## src/rtl/audio_synth_pkg.sv

```systemverilog
// Shared widths, wave encodings and envelope states for the tone generator.
// Also holds the elaboration-time quarter-wave sine table builder.
package audio_synth_pkg;

   localparam int DUTY_W   = 10;
   localparam int DUTY_MID = 512;
   localparam int ENV_MAX  = 1023;

   localparam logic [1:0] WAVE_SQUARE = 2'b00;
   localparam logic [1:0] WAVE_SAW    = 2'b01;
   localparam logic [1:0] WAVE_TRI    = 2'b10;
   localparam logic [1:0] WAVE_SINE   = 2'b11;

   typedef enum logic [1:0] {IDLE, ATTACK, SUSTAIN, RELEASE} env_state_t;

   // Constant-only: Taylor series so the table needs no math library at elaboration.
   function automatic logic [255:0][8:0] build_sine_rom();
      logic [255:0][8:0] rom;
      real x, term, s;
      rom = '0;
      for (int i = 0; i < 256; i++) begin
         x    = 3.14159265358979 * real'(i) / 512.0;
         term = x;
         s    = x;
         for (int n = 1; n < 6; n++) begin
            term = -term * x * x / real'((2 * n) * (2 * n + 1));
            s    = s + term;
         end
         rom[i] = 9'($rtoi(511.0 * s + 0.5));
      end
      return rom;
   endfunction

endpackage

```

## src/rtl/tone_envelope_fsm.sv

```systemverilog
// Envelope state machine: strobe priority, attack/sustain/release stepping of env.
// env and state update on the clock edge that ends a tick cycle.
module tone_envelope_fsm
   import audio_synth_pkg::*;
#(
   parameter int ATTACK_STEP  = 4,
   parameter int RELEASE_STEP = 2
) (
   input  logic              clk,
   input  logic              reset,
   input  logic              tick,
   input  logic              note_on,
   input  logic              note_off,
   output logic [DUTY_W-1:0] env,
   output logic              active
);

   env_state_t        state, state_next;
   logic [DUTY_W-1:0] env_next;
   logic [DUTY_W:0]   env_up;

   assign env_up = {1'b0, env} + (DUTY_W+1)'(ATTACK_STEP);
   assign active = (state != IDLE);

   always_ff @(posedge clk or posedge reset) begin
      if (reset) begin
         state <= IDLE;
         env   <= '0;
      end else begin
         state <= state_next;
         env   <= env_next;
      end
   end

   // Strobes pick the new state first; a coincident tick then steps env under that state.
   always_comb begin
      state_next = state;
      env_next   = env;
      if (note_on)
         state_next = ATTACK;
      else if (note_off && (state == ATTACK || state == SUSTAIN))
         state_next = RELEASE;

      if (tick) begin
         case (state_next)
            ATTACK: begin
               if (env_up >= (DUTY_W+1)'(ENV_MAX)) begin
                  env_next   = DUTY_W'(ENV_MAX);
                  state_next = SUSTAIN;
               end else begin
                  env_next = env_up[DUTY_W-1:0];
               end
            end
            RELEASE: begin
               if (env <= DUTY_W'(RELEASE_STEP)) begin
                  env_next   = '0;
                  state_next = IDLE;
               end else begin
                  env_next = env - DUTY_W'(RELEASE_STEP);
               end
            end
            default: env_next = env;
         endcase
      end
   end

endmodule

```

## src/rtl/tone_envelope_gen.sv

```systemverilog
// Phase-accumulator tone source scaled by an ASR envelope; duty_cycle lags a tick by 2 cycles.
// Optional SINE_LUT_EN adds a quarter-wave sine table for wave_sel=11 (otherwise DC at midscale).
module tone_envelope_gen
   import audio_synth_pkg::*;
#(
   parameter int SYS_FREQ_MHZ   = 31,
   parameter int SAMPLE_RATE_HZ = 31000,
   parameter int PHASE_BITS     = 24,
   parameter int ATTACK_STEP    = 4,
   parameter int RELEASE_STEP   = 2
) (
   input  logic                  clk,
   input  logic                  reset,
   input  logic                  note_on,
   input  logic                  note_off,
   input  logic [PHASE_BITS-1:0] phase_inc,
   input  logic [1:0]            wave_sel,
   output logic [DUTY_W-1:0]     duty_cycle,
   output logic                  audio_enable,
   output logic                  sample_tick
);

   localparam int TICK_DIV = SYS_FREQ_MHZ * 1000000 / SAMPLE_RATE_HZ;
   localparam int CNT_W    = $clog2(TICK_DIV);

   logic [CNT_W-1:0]      tick_cnt;
   logic [PHASE_BITS-1:0] phase, phase_inc_q;
   logic [1:0]            wave_q;
   logic [DUTY_W-1:0]     env, raw, duty_next;
   logic                  active;
   logic signed [10:0]    s;
   logic signed [20:0]    prod;

   assign sample_tick = (tick_cnt == CNT_W'(TICK_DIV - 1));

   always_ff @(posedge clk or posedge reset) begin
      if (reset) begin
         tick_cnt     <= '0;
         phase        <= '0;
         phase_inc_q  <= '0;
         wave_q       <= WAVE_SQUARE;
         duty_cycle   <= DUTY_W'(DUTY_MID);
         audio_enable <= 1'b0;
      end else begin
         tick_cnt <= sample_tick ? '0 : tick_cnt + 1'b1;
         if (note_on) begin
            phase_inc_q <= phase_inc;
            wave_q      <= wave_sel;
         end
         // A fresh note restarts at phase 0; a retrigger keeps the running phase.
         if (note_on && !active)
            phase <= '0;
         else if (sample_tick && active)
            phase <= phase + phase_inc_q;
         duty_cycle   <= duty_next;
         audio_enable <= active;
      end
   end

   tone_envelope_fsm #(
      .ATTACK_STEP  (ATTACK_STEP),
      .RELEASE_STEP (RELEASE_STEP)
   ) u_fsm (
      .clk      (clk),
      .reset    (reset),
      .tick     (sample_tick),
      .note_on  (note_on),
      .note_off (note_off),
      .env      (env),
      .active   (active)
   );

`ifdef SINE_LUT_EN
   localparam logic [255:0][8:0] SINE_ROM = build_sine_rom();
   logic [7:0] sine_idx;
   logic [8:0] sine_q;

   always_comb begin
      sine_idx = phase[PHASE_BITS-3 -: 8];
      if (phase[PHASE_BITS-2])
         sine_idx = ~sine_idx;
      sine_q = SINE_ROM[sine_idx];
   end
`endif

   always_comb begin
      raw = DUTY_W'(DUTY_MID);
      case (wave_q)
         WAVE_SQUARE: raw = phase[PHASE_BITS-1] ? DUTY_W'(ENV_MAX) : '0;
         WAVE_SAW:    raw = phase[PHASE_BITS-1 -: 10];
         WAVE_TRI:    raw = phase[PHASE_BITS-1] ? ~{phase[PHASE_BITS-2 -: 9], 1'b0}
                                                :  {phase[PHASE_BITS-2 -: 9], 1'b0};
`ifdef SINE_LUT_EN
         WAVE_SINE:   raw = phase[PHASE_BITS-1] ? DUTY_W'(DUTY_MID) - {1'b0, sine_q}
                                                : DUTY_W'(DUTY_MID) + {1'b0, sine_q};
`endif
         default:     raw = DUTY_W'(DUTY_MID);
      endcase
   end

   // Floor of the arithmetic shift keeps the result within 0..1022.
   assign s         = $signed({1'b0, raw}) - 11'sd512;
   assign prod      = 21'(s) * 21'($signed({1'b0, env}));
   assign duty_next = DUTY_W'((prod >>> 10) + 21'sd512);

endmodule

```

## config.mk

```make
export PLATFORM = sky130hd
export DESIGN_NAME = tone_envelope_gen
export DESIGN_NICKNAME = d
export VERILOG_FILES = /design/src/rtl/audio_synth_pkg.sv /design/src/rtl/tone_envelope_fsm.sv /design/src/rtl/tone_envelope_gen.sv
export SDC_FILE = /design/constraint.sdc
export NUM_CORES = 1
export LEC_CHECK = 0
export CORE_MARGIN = 4
export CORE_UTILIZATION = 60
export CTS_BUF_LIST = sky130_fd_sc_hd__clkbuf_2 sky130_fd_sc_hd__clkbuf_4 sky130_fd_sc_hd__clkbuf_8
export DETAILED_ROUTE_END_ITERATION = 7
export GPL_TIMING_DRIVEN = 0
export PLACE_DENSITY = 0.79
export SETUP_SLACK_MARGIN = 0.2
export SYNTH_ARGS = -nofsm -noshare
export SYNTH_HDL_FRONTEND = slang
export SYNTH_HIERARCHICAL = 1
export SYNTH_SLANG_ARGS = --single-unit
```

## constraint.sdc

```tcl
create_clock -name clk -period 6.89 [get_ports clk]
set_input_delay 1.378 -clock clk [delete_from_list [all_inputs] [get_ports clk]]
set_output_delay 1.378 -clock clk [all_outputs]
set_load 0.005 [all_outputs]
```

==> metrics.cfg <==
[run_status]
status=complete, no violations

[final_layout]
final_area_sq_um=9870
final_layout_size_suffix_gt1_share_pct=8.54
finalNetCount=1212
n_antenna_cell=0
syn2layout_area_growth_pct=9.33

[logic_synthesis]
yosys_warnings=6
synth_edf_count=0
synth_nets=1160
synth-seq-cells=83
synthFlopType=dfrtp_1
seq_area_frac_synth_pct=23.0
synth_area_per_cell_sq_um=9.39
netlist_instances=962
mappedNetlistArea_sq_um=9030
ys_types=89
async_flop_share_pct=100

[timing]
clock.fmax_mhz=159
final_hold_viol_count=0
worst_pin_slew_ns=0.873
finalSetupViolCount=0
max-slew-margin-rel_pct=41.8
finalCritPeriodShare_pct=91.3
fin_setup_tns_ns=0
fin_crit_ns=6.29
fin_ws_ns=0.601
fin_worst_skew_ns=0.00842
rsz0062_at_grt=false
slew_violations=0

[place]
place.port_buffers=41
placed_cell_area_sq_um=9670
dp_slack_ns=0.330
gp_congestion=0.895
hpwl_mm=14.5

[worst_setup_path]
setup.worst_path.class=flip-flop to flip-flop
crit_arrival_ns=6.60
critPathLaunchType=flip-flop
path_max_fanout=10
required_ns=7.20
setup.worst_path.end_class=flip-flop

[die]
initial_core_util_pct=61.7
die_w_um=131
rows=44
dieHeight_um=131
die_area_sq_um=17100
io_pins=42
core_sq_um=14600

[clocking]
holdBufCountCts=0
htreeDepth=3
cts_max_path_buffers=2
numCtsBuffers=9
root_buffer=clkbuf_8
cts_sinks=83
tritoncts=built
clock_latency_ns=0.38
path_clk_slew_ns=0.09

[hold_path]
hold_path_class=flip-flop to flip-flop

[route]
route.vias.total=6821
first_iter_violations=399
viasPerCell=5.67
drtPass1Iterations=5
wl_mm=18.5
wire_per_inst_um=15.4
drcViolationCount=0
ant_nets=0

[global_routing]
first_global_vias=7043
grt_pass1_wl_mm=32.2
antenna_found_initial=0
grt_remaining_overflow=0
grt_util_all_layers_pct=23.4
grt_start_max_net_pins=72

[pwr]
p_seq_share_pct=27.9
sw_frac_of_total_pct=41.9
power_density_nw_per_um2=211
power_frac_comb_pct=55.6
p_int_mw=1.21
leakage_nw=4.75
netSwitchingPower_mw=0.873
clkPwrFrac_pct=16.6
peakVddDrop_uv=129

[run]
maxCapViolations=0

==> placed cells by master (no fill, tap or decap), drive strengths merged, types with 35 or more instances in the layout <==
cell           count
nand2            104
ha                74
nor2              38
o21ai             49
a21oi             35
inv              163
fa                94
and2              55
dfrtp             82
clkdlybuf4s50     41
==> metrics by stage <==
stage	util (%)	hold WS (ns)	power, mW	instances
after floorplan	-	0.445	1.46	962
final	67.4	0.478	2.08	1203
after detailed placement	66.1	0.469	1.76	1187
after global routing	67.4	0.506	2.29	1203
after CTS	67.3	0.485	2.11	1203
after global placement	66.0	0.467	1.71	1187
==> power by group through the flow <==
stage	clock [mW]	combinational [mW]	sequential, mW
CTS	0.355	1.17	0.581
global route	0.377	1.32	0.588
finish	0.346	1.16	0.581
floorplan	0	0.875	0.589
global placement	0	1.12	0.589
detailed placement	0	1.17	0.591
==> state kept, by name, summed over array words and instances, names as in the netlist <==
signal / cells
audio_enable: 1
u_fsm/state: 2
wave_q: 2
phase: 24
duty_cycle: 10
u_fsm/env: 10
tick_cnt: 10
phase_inc_q: 24
==> final timing paths <==
check | startpoint | to | slack (ns) | depth (start not counted)
worst max-delay path | wave_q[1]$_DFFE_PP0P_ | duty_cycle[9]$_DFF_PP1_ | 0.60 | 21
max in group asynchronous | reset | duty_cycle[6]$_DFF_PP0_ | 4.77 | 2
min in group asynchronous | reset | u_fsm/state[0]$_DFF_PP0_ | 1.41 | 2
worst min-delay path | tick_cnt[9]$_DFF_PP0_ | tick_cnt[9]$_DFF_PP0_ | 0.48 | 1
worst min register to register | tick_cnt[9]$_DFF_PP0_ | tick_cnt[9]$_DFF_PP0_ | 0.48 | 1
worst max register to register | wave_q[1]$_DFFE_PP0P_ | duty_cycle[9]$_DFF_PP1_ | 0.60 | 21
==> Yosys cell counts (10+ instances only) <==
library cell	count	area [sq um]
nor3_1	13	65.1
a21oi_1	32	160
nand3_1	15	75.1
o21ai_0	19	95.1
and3_1	10	62.6
clkbuf_1	11	41.3
o21ai_1	27	135
o31ai_1	11	82.6
fa_1	94	1880
mux2_2	25	282
and2_1	54	338
nor2_1	37	139
xnor2_1	29	254
dfrtp_1	82	2050
a21o_1	10	75.1
ha_1	74	926
nand2_1	103	387
xor2_1	20	175
inv_1	159	597
==> what timing repair did <==
item                                    CTS  global route
endpoints found under the setup margin    0             4
setup buffers                             0             0
gates resized for setup                   0             4
==> cell type report <==
class	instances	area [sq um]
plain buffers	27	126
clock buffers	10	138
clock inverters	6	46.3
fillers	1177	4770
inverters	160	608
multi-input cells	692	6230
flip-flops and latches	83	2080
well taps	184	230
repair buffers	41	410
==> critical path, cell delays in order (launching register included) <==
cell and delay (ns):
dfrtp_1 0.40, clkbuf_1 0.33, nand2_1 0.12, xnor2_1 0.13, o21ai_1 0.58, nand2_1 0.15
fa_1 0.51, inv_1 0.05, fa_1 0.51, fa_1 0.44, fa_1 0.55, inv_1 0.06
fa_1 0.53, inv_1 0.04, ha_1 0.34, and2_1 0.21, or2_1 0.21, a21o_1 0.17
a21oi_1 0.21, o21ai_0 0.18, a221oi_2 0.32, xnor2_1 0.15
==> logic make-up (layout without fill, tap and decap cells) <==
family | count (synthesis) | after routing | share of synthesized area (%)
AO/OA/AOI/OAI | 175 | 175 | 14.2
XOR/XNOR | 50 | 50 | 4.93
adder cells (fa/ha/maj) | 168 | 168 | 31.1
buffers and inverters | 187 | 244 | 8.11
flip-flops | 83 | 83 | 23.0
multiplexers | 27 | 27 | 3.34
AND/OR/NAND/NOR | 272 | 272 | 15.3
==> routing by layer <==
metal	vias up	GRT usage, %	routed length, um	part of all wire (%)
met5	-	0	0	0
met4	0	8.41	377	2.0
met1	3390	30.3	8070	44
met2	125	41.0	9490	51
li1	3280	-	-	-
met3	26	2.56	598	3.2
Note: power is estimated with default switching activity, not from simulation.
